$ cat config.mk
export PLATFORM = sky130hd
export DESIGN_NAME = lock
export DESIGN_NICKNAME = d
export VERILOG_FILES = /design/src/rtl/lock_pkg.sv /design/src/rtl/lock_counter.sv /design/src/rtl/lock.sv
export SDC_FILE = /design/constraint.sdc
export NUM_CORES = 1
export LEC_CHECK = 0
export CORE_MARGIN = 2
export CORE_UTILIZATION = 60
export DETAILED_ROUTE_END_ITERATION = 8
export GPL_TIMING_DRIVEN = 0
export PLACE_DENSITY = 0.92
export SLEW_MARGIN = 0
export SYNTH_ARGS = -nofsm -noshare
export SYNTH_HDL_FRONTEND = slang
export SYNTH_SLANG_ARGS = --single-unit
$ cat constraint.sdc
create_clock -name clk -period 4.2 [get_ports clk]
set_clock_uncertainty 0.1 [all_clocks]
set_input_delay 0.63 -clock clk [delete_from_list [all_inputs] [get_ports clk]]
set_output_delay 0.63 -clock clk [all_outputs]
set_load 0.02 [all_outputs]
$ cat src/rtl/lock_pkg.sv
// Shared definitions for the keypad combination lock: mode encoding, keypad map,
// seven-segment table and entry length.
package lock_pkg;

  localparam int DIGITS = 3;

  typedef enum logic [2:0] {
    MODE_IDLE  = 3'd0,
    MODE_SET   = 3'd1,
    MODE_CHECK = 3'd2,
    MODE_OPEN  = 3'd3,
    MODE_ALARM = 3'd4
  } mode_e;

  // Keypad layout by {row, col}: 1 2 3 A / 4 5 6 B / 7 8 9 C / E 0 F D
  function automatic logic [3:0] key_code(input logic [1:0] r, input logic [1:0] c);
    logic [3:0] code;
    case ({r, c})
      4'h0: code = 4'h1;  4'h1: code = 4'h2;  4'h2: code = 4'h3;  4'h3: code = 4'hA;
      4'h4: code = 4'h4;  4'h5: code = 4'h5;  4'h6: code = 4'h6;  4'h7: code = 4'hB;
      4'h8: code = 4'h7;  4'h9: code = 4'h8;  4'hA: code = 4'h9;  4'hB: code = 4'hC;
      4'hC: code = 4'hE;  4'hD: code = 4'h0;  4'hE: code = 4'hF;  default: code = 4'hD;
    endcase
    return code;
  endfunction

  // Active-low segments {g,f,e,d,c,b,a}
  function automatic logic [6:0] hex_seg(input logic [3:0] h);
    logic [6:0] seg;
    case (h)
      4'h0: seg = 7'h40;  4'h1: seg = 7'h79;  4'h2: seg = 7'h24;  4'h3: seg = 7'h30;
      4'h4: seg = 7'h19;  4'h5: seg = 7'h12;  4'h6: seg = 7'h02;  4'h7: seg = 7'h78;
      4'h8: seg = 7'h00;  4'h9: seg = 7'h10;  4'hA: seg = 7'h08;  4'hB: seg = 7'h03;
      4'hC: seg = 7'h46;  4'hD: seg = 7'h21;  4'hE: seg = 7'h06;  default: seg = 7'h0E;
    endcase
    return seg;
  endfunction

endpackage

$ cat src/rtl/lock_counter.sv
// Free-running modulo-CNT_MAX counter; cnt_end marks the last count of each period.
module counter #(
  parameter int CNT_MAX = 100000,
  parameter int WIDTH   = 24
) (
  input  logic clk,
  input  logic reset,
  input  logic cnt_inc,
  output logic cnt_end
);

  logic [WIDTH-1:0] r_cnt;
  logic             w_at_max;

  assign w_at_max = (r_cnt == WIDTH'(CNT_MAX - 1));
  assign cnt_end  = cnt_inc & w_at_max;

  always_ff @(posedge clk or posedge reset) begin
    if (reset)        r_cnt <= '0;
    else if (cnt_inc) r_cnt <= w_at_max ? '0 : r_cnt + WIDTH'(1);
  end

endmodule

$ cat src/rtl/lock.sv
// 3-digit keypad combination lock: column scan, key events, set/check modes, fail counter.
// Build option LOCK_LOCKOUT_EN: when defined, ALARM ignores set1/check/sure until rst.
module lock
  import lock_pkg::*;
#(
  parameter int CNT_THRESHOLD = 100000
) (
  input  logic       clk,
  input  logic       rst,
  input  logic       set1,
  input  logic       check,
  input  logic       sure,
  input  logic [3:0] row,
  output logic [3:0] col,
  output logic [7:0] led_en,
  output logic [6:0] led,
  output logic       led0,
  output logic       led1,
  output logic       led2,
  output logic       led3,
  output logic [2:0] o_dbg_mode
);

  localparam logic [2:0] ST_IDLE  = MODE_IDLE;
  localparam logic [2:0] ST_SET   = MODE_SET;
  localparam logic [2:0] ST_CHECK = MODE_CHECK;
  localparam logic [2:0] ST_OPEN  = MODE_OPEN;
  localparam logic [2:0] ST_ALARM = MODE_ALARM;

  logic                  w_tick;
  logic [3:0]            r_col;
  logic [1:0]            w_col_idx, w_row_idx;
  logic                  w_row_hit, w_scan_end, w_res_valid, w_key_evt;
  logic [3:0]            w_res_code;
  logic                  r_found, r_prev_valid;
  logic [3:0]            r_code, r_prev_code;
  logic [2:0]            r_mode, r_pos;
  logic [DIGITS*4-1:0]   r_buf, r_pwd;
  logic [1:0]            r_count, r_fail, w_fail_inc;
  logic                  w_free, w_entry, w_cmd_set, w_cmd_check, w_cmd_sure;

  counter #(.CNT_MAX(CNT_THRESHOLD), .WIDTH(24)) u_tick (
    .clk    (clk),
    .reset  (rst),
    .cnt_inc(1'b1),
    .cnt_end(w_tick)
  );

  always_comb begin
    case (r_col)
      4'b0111: w_col_idx = 2'd0;
      4'b1011: w_col_idx = 2'd1;
      4'b1101: w_col_idx = 2'd2;
      default: w_col_idx = 2'd3;
    endcase
    if      (!row[3]) w_row_idx = 2'd0;
    else if (!row[2]) w_row_idx = 2'd1;
    else if (!row[1]) w_row_idx = 2'd2;
    else              w_row_idx = 2'd3;
  end

  // The scan result includes the last column's sample, taken on the same tick.
  assign w_row_hit   = (row != 4'b1111);
  assign w_scan_end  = w_tick && (r_col == 4'b1110);
  assign w_res_valid = r_found | w_row_hit;
  assign w_res_code  = r_found ? r_code : key_code(w_row_idx, w_col_idx);
  assign w_key_evt   = w_scan_end && w_res_valid &&
                       (!r_prev_valid || (w_res_code != r_prev_code));

  always_ff @(posedge clk or posedge rst) begin
    if (rst) begin
      r_col        <= 4'b0111;
      r_pos        <= 3'd0;
      r_found      <= 1'b0;
      r_code       <= 4'h0;
      r_prev_valid <= 1'b0;
      r_prev_code  <= 4'h0;
    end else if (w_tick) begin
      r_col <= {r_col[0], r_col[3:1]};
      r_pos <= r_pos + 3'd1;
      if (w_scan_end) begin
        r_found      <= 1'b0;
        r_prev_valid <= w_res_valid;
        r_prev_code  <= w_res_code;
      end else if (w_row_hit && !r_found) begin
        r_found <= 1'b1;
        r_code  <= key_code(w_row_idx, w_col_idx);
      end
    end
  end

`ifdef LOCK_LOCKOUT_EN
  assign w_free = (r_mode == ST_IDLE) || (r_mode == ST_OPEN);
`else
  assign w_free = (r_mode == ST_IDLE) || (r_mode == ST_OPEN) || (r_mode == ST_ALARM);
`endif

  // Only the highest-priority pulse present counts as the command this cycle.
  assign w_cmd_set   = set1;
  assign w_cmd_check = check & ~set1;
  assign w_cmd_sure  = sure & ~set1 & ~check;
  assign w_entry     = (r_mode == ST_SET) || (r_mode == ST_CHECK);
  assign w_fail_inc  = (r_fail == 2'd3) ? 2'd3 : r_fail + 2'd1;

  always_ff @(posedge clk or posedge rst) begin
    if (rst) begin
      r_mode  <= ST_IDLE;
      r_buf   <= '0;
      r_count <= 2'd0;
      r_pwd   <= '0;
      r_fail  <= 2'd0;
      led0    <= 1'b0;
      led1    <= 1'b0;
      led2    <= 1'b0;
      led3    <= 1'b0;
    end else if (w_cmd_set && w_free) begin
      r_mode  <= ST_SET;
      r_buf   <= '0;
      r_count <= 2'd0;
      led0    <= 1'b0;
    end else if (w_cmd_check && w_free) begin
      r_mode  <= ST_CHECK;
      r_buf   <= '0;
      r_count <= 2'd0;
      led0    <= 1'b0;
    end else if (w_cmd_sure && (r_mode == ST_SET)) begin
      r_pwd  <= r_buf;
      r_mode <= ST_IDLE;
    end else if (w_cmd_sure && (r_mode == ST_CHECK)) begin
      if (r_buf == r_pwd) begin
        r_mode <= ST_OPEN;
        r_fail <= 2'd0;
        led0   <= 1'b1;
        led1   <= 1'b0;
        led2   <= 1'b0;
        led3   <= 1'b0;
      end else begin
        r_fail <= w_fail_inc;
        r_mode <= (w_fail_inc == 2'd3) ? ST_ALARM : ST_IDLE;
        led1   <= (w_fail_inc >= 2'd1);
        led2   <= (w_fail_inc >= 2'd2);
        led3   <= (w_fail_inc == 2'd3);
      end
    end else if (w_key_evt && w_entry) begin
      r_buf   <= {r_buf[DIGITS*4-5:0], w_res_code};
      r_count <= (r_count == 2'd3) ? 2'd3 : r_count + 2'd1;
    end
  end

  always_comb begin
    led = 7'h7F;
    case (r_pos)
      3'd0:    if (r_count >= 2'd1) led = hex_seg(r_buf[3:0]);
      3'd1:    if (r_count >= 2'd2) led = hex_seg(r_buf[7:4]);
      3'd2:    if (r_count >= 2'd3) led = hex_seg(r_buf[11:8]);
      default: led = 7'h7F;
    endcase
  end

  assign col        = r_col;
  assign led_en     = ~(8'h01 << r_pos);
  assign o_dbg_mode = r_mode;

endmodule

=== Word-level counts from Yosys, hierarchy flattened ===
Memories as Yosys holds them, arrays and structs flattened. A register that Yosys moved wholly into a read port is not among the register bits.
Index checks and enable logic that the tools add are counted.
W data, S select, Z words.

* Add/sub/neg operators: 4
* Bitwise operators: 11
* Equality and inequality tests: 19
* Multiplexer cells: 39
* $lt $le $gt $ge: 5
* Reductions and logical operators: 29
* Shift operators: 1

{| class="wikitable"
|+ Operators by type and width
! cell !! count
|-
| $mux W12 || 5
|-
| $add A24 B1 Y24 const B || 1
|-
| $eq A24 B17 Y1 const B || 1
|-
| $mux W24 || 1
|-
| $mux W7 || 3
|-
| $pmux W7 S3 || 1
|-
| $mux W2 || 10
|-
| $mux W3 || 6
|-
| $eq A12 B12 Y1 || 1
|-
| $eq A4 B4 Y1 const B || 3
|-
| $reduce_and A3 Y1 || 4
|-
| $mux W1 || 11
|-
| $eq A3 B2 Y1 const B || 3
|-
| $logic_and A1 B1 Y1 || 9
|-
| $reduce_bool A3 Y1 || 3
|-
| $not A8 Y8 || 1
|-
| $shl A1 B3 Y8 const A || 1
|-
| $eq A2 B2 Y1 const B || 3
|-
| $eq A3 B1 Y1 const B || 2
|-
| $ge A2 B2 Y1 const B || 3
|-
| $logic_not A3 Y1 || 2
|-
| $ne A3 B3 Y1 const B || 2
|-
| $not A1 Y1 || 6
|-
| $pmux W2 S3 || 1
|-
| 16 further kinds || 25
|}

* Memories: 5
* ROM bits: 464
* Register bits after elaboration: 72

{| class="wikitable"
|+ Memory list
! name !! words !! bits a word !! read ports !! clocked after memory_dff !! wr ports !! line !! RTL
|-
| (no name shown) || 16 || 7 || 1 || 0 || 0 || lock_pkg.sv:30 || <nowiki>case (h)</nowiki>
|-
| (no name shown) || 16 || 7 || 1 || 0 || 0 || lock_pkg.sv:30 ||
|-
| (no name shown) || 16 || 7 || 1 || 0 || 0 || lock_pkg.sv:30 ||
|-
| (no name shown) || 16 || 4 || 1 || 1 || 0 || lock_pkg.sv:18 || <nowiki>case ({r, c})</nowiki>
|-
| (no name shown) || 16 || 4 || 1 || 0 || 0 || lock_pkg.sv:18 ||
|}

=== Longest topological paths before layout ===
Gate-level depths: netlist of the first run.
An unclocked memory read counts as a cell.

* Depth in word-level cells: 14
* Gate-level depth with buffers: 14
* Gate-level depth less buffers: 11

=== Modules after synthesis ===
From an unflattened synthesis of the first run, not the netlist that was laid out.

* Cell total of the unflattened synthesis: 564
* Area, all modules: 5076.1 um^2

{| class="wikitable"
|+ Modules (own cells, without submodules)
! module !! cells each !! area each (um^2) !! instances
|-
| lock || 446 || 3823.7 || 1
|-
| counter || 118 || 1252.5 || 1
|}

=== Worst setup path after synthesis of the first run ===
No wires, ideal clock.

* Kind: register -> register
* Start: reg r_col[0], in the netlist col[0]
* End: reg r_buf[3]
* Slack: 0.706 ns
* Arrival time: 3.273 ns
* Path buffers: 3
* Setup time: 0.121 ns
* Cell stages (with the launch flop): 15
* Period minus slack after synthesis: 3.494 ns
* Cells stage by stage: dfstp_2 > bufbuf_16 > and4b_1 > inv_1 > ha_1 > buf_2 > or3b_2 > a21oi_1 > nor4_1 > a2111oi_2 > xnor2_1 > nand4_1 > and2_4 > buf_8 > a22o_1

* Cells in the longest elaborated chain, start to end: 10

{| class="wikitable"
|+ RTL lines
! what !! line !! RTL
|-
| start: declaration || lock.sv:31 || <nowiki>logic [3:0] r_col;</nowiki>
|-
| start signal: assignment || lock.sv:79 || <nowiki>r_col <= {r_col[0], r_col[3:1]};</nowiki>
|-
| $eq A4 B4 Y1 or $eq A4 B3 Y1 (tied branches) || lock.sv:50 || <nowiki>case (r_col)</nowiki>
|-
| $pmux W2 S3 || lock.sv:50 ||
|-
| $mem_v2 Z16 W4 || -- ||
|-
| $mux W4 || lock.sv:66 || <nowiki>assign w_res_code = r_found ? r_code : key_code(w_row_idx, w_col_idx);</nowiki>
|-
| $ne A4 B4 Y1 || lock.sv:68 || <nowiki>(!r_prev_valid || (w_res_code != r_prev_code));</nowiki>
|-
| $logic_or A1 B1 Y1 || lock.sv:68 ||
|-
| $logic_and A1 B1 Y1 || lock.sv:67 || <nowiki>assign w_key_evt = w_scan_end && w_res_valid &&</nowiki>
|-
| $logic_and A1 B1 Y1 || lock.sv:144 || <nowiki>end else if (w_key_evt && w_entry) begin</nowiki>
|-
| $reduce_bool A3 Y1 (no line) || -- ||
|-
| $reduce_and A3 Y1 (no line) || -- ||
|-
| end signal: assignment || lock.sv:145 || <nowiki>r_buf <= {r_buf[DIGITS*4-5:0], w_res_code};</nowiki>
|-
| end: declaration || lock.sv:38 || <nowiki>logic [DIGITS*4-1:0] r_buf, r_pwd;</nowiki>
|}

Parallel ways exist; a longest one is shown, timed or not. The select of a mux whose other input is x is not followed.
A chain may end at the register's enable or synchronous reset.

=== Worst setup path after layout of the first run ===
* Start: reg r_pos[0]
* End: out led[6]

* Cells in the longest elaborated chain, start to end: 2

{| class="wikitable"
|+ RTL lines
! what !! line !! RTL
|-
| start: declaration || lock.sv:37 || <nowiki>logic [2:0] r_mode, r_pos;</nowiki>
|-
| start signal: assignment || lock.sv:80 || <nowiki>r_pos <= r_pos + 3'd1;</nowiki>
|-
| $eq A3 B2 Y1 (tied with other cells) || lock.sv:152 || <nowiki>case (r_pos)</nowiki>
|-
| $pmux W7 S3 (*) || lock.sv:152 ||
|-
| end: declaration || lock.sv:16 || <nowiki>output logic [6:0] led,</nowiki>
|}

Mark *: on every way between the ends. The rest lies on a longest branch, timed or not.

==> results of run 1 <==
-- cells by family (layout without fill, tap and decap cells) --
group	after synthesis	after routing	synth area share, %
AOI/OAI and AO/OA	120	120	16.53
xor gates and xnor gates	40	40	7.088
adders and majority gates	27	27	6.835
buffers and inverters	55	103	5.417
DFF	75	75	38.05
muxes	24	24	5.544
and+or+nand+nor	190	190	20.53
-- worst reg2reg max path, stage by stage (launching register included) --
cell and delay (ps):
dfstp_2 530, bufbuf_16 250, and4b_1 250, inv_1 70
ha_1 190, buf_2 170, or3b_2 460, a21oi_1 200
nor4_1 110, a2111oi_2 430, xnor2_1 210, nand4_1 200
and2_4 220, buf_8 140, a22o_1 230
-- final timing paths --
kind / start / to
setup / recovery: r_pos[0] / led[6]
hold / removal: led3 / led3
setup reg to reg: col[0] / r_buf[3]
hold reg to reg: led3 / led3
max in group asynchronous: rst / u_tick.r_cnt[11]
min in group asynchronous: rst / o_dbg_mode[2]
-- per-stage QoR --
| step | utilization (%) | worst slack (ps) |
|---|---|---|
| floorplan | - | 706.0 |
| global placement | 66.65 | 457.8 |
| detailed placement | 66.68 | 419.4 |
| global route | 69.19 | 72.91 |
| CTS | 69.19 | 298.0 |
| finish | 69.19 | 255.9 |
-- metal layers --
layer  GRT usage (%)  part of all wire [%]  vias to the layer above
met2           45.51                    50                      118
met1           33.14                    43                     1967
met4           10.39                   2.3                        0
met3           3.512                   3.9                       23
li1                -                     -                     1952
met5               0                     0                        -
-- flip-flops by register name, indices dropped and copies added (netlist names), 3 cells and up --
signal        cells
col               4
o_dbg_mode        3
r_buf            12
r_code            4
r_pos             3
r_prev_code       4
r_pwd            12
u_tick.r_cnt     24
-- area by class of cell --
| class | count | area share, % |
|---|---|---|
| clock inverters | 5 | 1.095 |
| clock buffers | 11 | 2.525 |
| inverters | 28 | 1.922 |
| flip-flops and latches | 75 | 33.59 |
| plain buffers | 27 | 2.905 |
| repair buffers | 32 | 5.721 |
| multi-input cells | 401 | 49.90 |
| well taps | 105 | 2.346 |
-- cell usage in the layout (no fill, tap or decap), types with 4 or more instances in the layout --
master            n
dfrtp_1          72
nand2_1          52
nor2_1           47
o21ai_0          35
clkdlybuf4s50_1  32
ha_1             27
inv_1            26
a21oi_1          26
xor2_1           24
clkbuf_1         20
mux2_2           17
xnor2_1          16
nor2b_1          12
nand3_1          12
clkbuf_8         11
a22o_1           11
a211oi_1          9
nand2b_1          9
nor3_1            7
nor4_1            6
mux2i_1           6
nand4_1           5
and2_1            4
and3_1            4
o21a_1            4
nor3b_1           4
a31oi_1           4
o221ai_1          4
-- where the power goes --
group | switching, uW | internal (uW) | leakage (uW)
combinational | 138 | 87.0 | 0.00139
sequential | 13.9 | 736 | 0.000986
clock | 283 | 293 | 0.0000922
total | 435 | 1120 | 0.00247
==> run_results.csv, run 1 <==
group,metric,value,unit
timing,fin_crit_sh,93.91,%
clock_tree,cts-root-buf,"clkbuf_8",
critical_path,crit_arrival,3210,ps
yosys,asyncSetResetFlopFracSynth,100.0,%
clock_tree,post-cts-setup-buffer-count,0,
yosys,postSynthNetCount,567,
timing,hold_violations,0,
timing,finalSetupViolCount,0,
critical_path,timing.setup.critical_path_class,"reg -> out",
clock_tree,clkSinkCount,75,
finish,area.sequential,1881,sq um
die,floorplan.initialDensity,61.07,%
yosys,synth_top_flop_cell,"dfrtp_1",
placement,place.port_buffers,32,
placement,placed_cells,668,
finish,nFillCells,595,
clock_tree,number_of_levels_in_the_clock_h_tree,3,
die,floorplan.core_area,8093,sq um
global_routing,global_route.overflow_total,0,
yosys,postSynthRegisterBits,75,
clock_tree,cts-buffers-inserted,9,
critical_path,cp.required,3470,ps
yosys,synth.most_common_cell,"dfrtp_1",
critical_path,worst_setup_path_end_kind,"primary output",
finish,flow.area_growth_from_synthesis,13.29,%
yosys,yosysWarningCount,0,
power_and_ir_drop,power_density,276.9,nW/um^2
clock_tree,cts-hold-fix-buffers,0,
detailed_routing,detail_route.drc_violations,0,
finish,post_route_cells_drive_above_1_share,11.05,%
timing,fmax,0.2535,GHz
finish,inserted_diodes,0,
critical_path,start_kind,"flip-flop",
detailed_routing,firstDrtPassIters,5,
critical_path,path_cells,"inv_1 > ha_1 > nor2b_1 > inv_1 > a211oi_1 > o21ai_0 > a311oi_1 > o221ai_1 > clkdlybuf4s50_1",
detailed_routing,finalWirelength,11120,microns
global_routing,first_global_vias,3930,
timing,setup_tns,0,ps
finish,finalInstanceArea,5599,sq um
yosys,synth.largest_area_cell,"dfrtp_1",
finish,number_of_nets_at_the_end_of_the_flow,610,
placement,post_dp_cell_area,5396,sq um
critical_path,cp_slowest_stage_delay,560,ps
yosys,syn-instance-count,531,
timing,worst_slew_margin_rel,34.30,%
yosys,post_synthesis_cell_area,4942,sq um
power_and_ir_drop,ir_drop,0.1999,mV
power_and_ir_drop,total_power,1550,uW
timing,worstMarginPinSlew,971.8,ps
detailed_routing,detailroute.via_count,4060,
clock_tree,tritoncts,"yes",
placement,post-dp-hpwl,7930,microns
die,ios,35,
yosys,yosys.area.top_type_share,36.46,%
critical_path,critical_path_depth,9,
yosys,netlist_top_cells_area,"dfrtp_1 (36%), ha_1 (6.8%), xor2_1 (4.3%), nand2_1 (3.9%), mux2_2 (3.9%)",
clock_tree,clk_latency,360,ps
job,maxCapViolCount,0,
critical_path,cpLargestDelayFamily,"buffers and inverters",
global_routing,grt_start_max_net_pins,76,
global_routing,grt_pass1_wl,18530,microns
yosys,mean_instance_size_in_the_synthesized_netlist,9.307,sq um
critical_path,crit_buf_inv,3,
critical_path,cpMaxStageDelayCell,"clkdlybuf4s50_1",
timing,slew_viol_final,0,
hold_path,worstHoldPathCells,1,
die,fp.dieH,94.76,microns
timing,unrepaired_setup_endpoints_after_global_routing,"false",
detailed_routing,avgRoutedWirePerCell,16.26,microns
timing,hold_ws,380.2,ps
global_routing,grtUsageTotal,26.22,%
timing,min_period,3944,ps
yosys,synth.top_cells.by_count,"dfrtp_1 (72), nand2_1 (52), nor2_1 (47)",
yosys,yosysUniqueCellTypes,74,
finish,final-instance-count-excl-fill,684,
clock_tree,postCtsResizedCells,0,
hold_path,hold_path.class,"reg -> reg",
detailed_routing,drt-initial-drc-count,284,
detailed_routing,routed_via_density,5.936,
critical_path,crit_fanout,7,
detailed_routing,final_antenna_net_count,0,
yosys,seq_area_frac_synth,38.05,%
clock_tree,clk_pin_slew_worst_paths,80,ps
run_status,outcome,"completed",
critical_path,timing.critical_path.mode_cell,"inv_1",
die,die-width,94.76,microns
yosys,synth_edf_count,0,
power_and_ir_drop,power_leakage,0.002466,uW
critical_path,ff2ff_path_depth,14,
die,die_area,8979,sq um
critical_path,reg2reg_slack,340,ps
clock_tree,cts-root-to-sink-buffers,2,
placement,routabilityCongestion,0.8538,
finish,multi_input_comb_area,2794,sq um
global_routing,antenna_violations_before_repair,0,
die,std_cell_rows,33,
Power figures use the tool's default switching activity.
==> run 2, diff against run 1 <==
--- a/config.mk
+++ b/config.mk
@@ -9,7 +9,8 @@
 export CORE_UTILIZATION = 60
 export DETAILED_ROUTE_END_ITERATION = 8
 export GPL_TIMING_DRIVEN = 0
-export PLACE_DENSITY = 0.92
+export PLACE_DENSITY = 0.81
+export SETUP_SLACK_MARGIN = 0.4
 export SLEW_MARGIN = 0
 export SYNTH_ARGS = -nofsm -noshare
 export SYNTH_HDL_FRONTEND = slang
==> run_results.csv, run 2 (synthesis results as in run 1) <==
group,metric,value,unit
power_and_ir_drop,ir_drop,0.2618,mV
hold_path,hold_path.class,"reg -> reg",
finish,number_of_nets_at_the_end_of_the_flow,616,
detailed_routing,finalWirelength,11280,microns
clock_tree,cts-root-to-sink-buffers,2,
finish,largest_register_ff_count,24,
critical_path,crit_fanout,10,
timing,finalSetupViolCount,0,
timing,worstMarginPinSlew,1028,ps
critical_path,ff2ff_path_depth,14,
global_routing,grt_pass1_wl,18290,microns
die,die-width,94.76,microns
finish,flow.area_growth_from_synthesis,15.44,%
clock_tree,cts-buffers-inserted,9,
die,std_cell_rows,33,
global_routing,global_route.overflow_total,0,
timing,fin_crit_sh,87.90,%
timing,worst_slew_margin_rel,30.52,%
clock_tree,clk_pin_slew_worst_paths,80,ps
run_status,outcome,"completed",
detailed_routing,firstDrtPassIters,5,
placement,routabilityCongestion,0.8860,
global_routing,grt_start_max_net_pins,76,
global_routing,antenna_violations_before_repair,0,
finish,max_flop_register,"u_tick.r_cnt",
clock_tree,cts-root-buf,"clkbuf_8",
timing,min_period,3692,ps
detailed_routing,final_antenna_net_count,0,
detailed_routing,avgRoutedWirePerCell,16.34,microns
critical_path,worst_setup_path_end_kind,"flip-flop",
die,fp.dieH,94.76,microns
detailed_routing,detailroute.via_count,4086,
detailed_routing,drt-initial-drc-count,248,
timing,setup_tns,0,ps
placement,place.port_buffers,32,
detailed_routing,detail_route.drc_violations,0,
placement,post-dp-hpwl,7879,microns
die,ios,35,
power_and_ir_drop,power_leakage,0.002519,uW
finish,inserted_diodes,0,
die,die_area,8979,sq um
finish,final_cell_mix,"dfrtp_1 (71), nand2_1 (52), nor2_1 (47)",
clock_tree,tritoncts,"yes",
timing,hold_violations,0,
critical_path,start_kind,"flip-flop",
timing,hold_ws,379.0,ps
finish,nFillCells,625,
finish,final-instance-count-excl-fill,690,
critical_path,cp.required,4330,ps
die,floorplan.core_area,8093,sq um
finish,post_route_cells_drive_above_1_share,13.33,%
critical_path,timing.setup.critical_path_class,"reg -> reg",
placement,placed_cells,669,
clock_tree,clkSinkCount,75,
global_routing,first_global_vias,3813,
power_and_ir_drop,power_density,271.7,nW/um^2
finish,mostFrequentLayoutCell,"dfrtp_1",
clock_tree,number_of_levels_in_the_clock_h_tree,3,
timing,slew_viol_final,0,
timing,unrepaired_setup_endpoints_after_global_routing,"true",
die,floorplan.initialDensity,61.07,%
detailed_routing,routed_via_density,5.922,
job,maxCapViolCount,0,
timing,fmax,0.2709,GHz
global_routing,grtUsageTotal,26.05,%
clock_tree,cts-hold-fix-buffers,0,
critical_path,crit_arrival,3820,ps
finish,reg_top3,"u_tick.r_cnt: 24 flops, r_buf: 12 flops, r_pwd: 12 flops",
hold_path,worstHoldPathCells,1,
clock_tree,clk_latency,340,ps
==> run 2: through the flow <==
step / utilization (%) / power (uW) / instance area (sq um) / worst slack [ps]
6_report: 70.50 / 1550 / 5705 / 508.1
5_1_grt: 70.50 / 1609 / 5705 / 322.2
4_1_cts: 69.54 / 1551 / 5628 / 427.5
3_5_place_dp: 67.02 / 990.1 / 5424 / 443.0
3_3_place_gp: 66.65 / 978.8 / 5394 / 397.9
2_1_floorplan: - / 913.3 / 4942 / 706.0
==> run 2: cell type report <==
cell class / count / area, sq um / area share [%]
buffer: 27 / 171.4 / 3.004
tap: 105 / 131.4 / 2.303
sequential: 75 / 1882 / 32.98
timing repair buffer: 38 / 387.9 / 6.798
multi-input combinational: 401 / 2824 / 49.50
clock inverter: 6 / 63.81 / 1.118
inverter: 28 / 107.6 / 1.886
clock buffer: 10 / 137.6 / 2.412
==> run 2: per-layer routing <==
metal  wire length [microns]  share of wire [%]  vias to the layer above  GRT usage [%]
met5                       0                  0                        -              0
met4                     129                1.1                        0          7.729
met3                     456                4.0                       11          3.352
met2                    5753                 51                      111          44.44
met1                    4938                 44                     1996          34.72
li1                        -                  -                     1968              -
==> run 2: final timing paths <==
check | slack, ps | end | from
hold / removal | 380 | u_tick.r_cnt[23] | u_tick.r_cnt[23]
min in group asynchronous | 600 | r_pwd[9] | rst
setup reg to reg | 510 | r_buf[3] | col[0]
max in group asynchronous | 3060 | col[0] | rst
setup / recovery | 510 | r_buf[3] | col[0]
hold reg to reg | 380 | u_tick.r_cnt[23] | u_tick.r_cnt[23]
==> run 2: critical path, cell delays in order (launching register included) <==
cell,delay (ps)
dfstp_2,540
bufbuf_16,260
and4b_1,240
inv_1,90
ha_1,230
buf_6,140
buf_4,130
and2_1,130
o32ai_1,470
mux2_2,300
xnor2_1,180
nand4_1,180
and2_4,210
buf_8,140
a22o_1,230
==> run 2: report_power, final <==
| part | internal (uW) | leakage, uW | switching, uW | total [uW] |
|---|---|---|---|---|
| logic | 90.4 | 0.00144 | 139 | 229 |
| clock network | 291 | 0.0000987 | 280 | 571 |
| registers | 736 | 0.000984 | 14.6 | 750 |
==> run 2: timing repair <==
item	CTS	global route
gates cloned	0	0
pin swaps	0	5
setup endpoints to repair	1	15
setup buffers	0	5
gates resized for setup	1	14
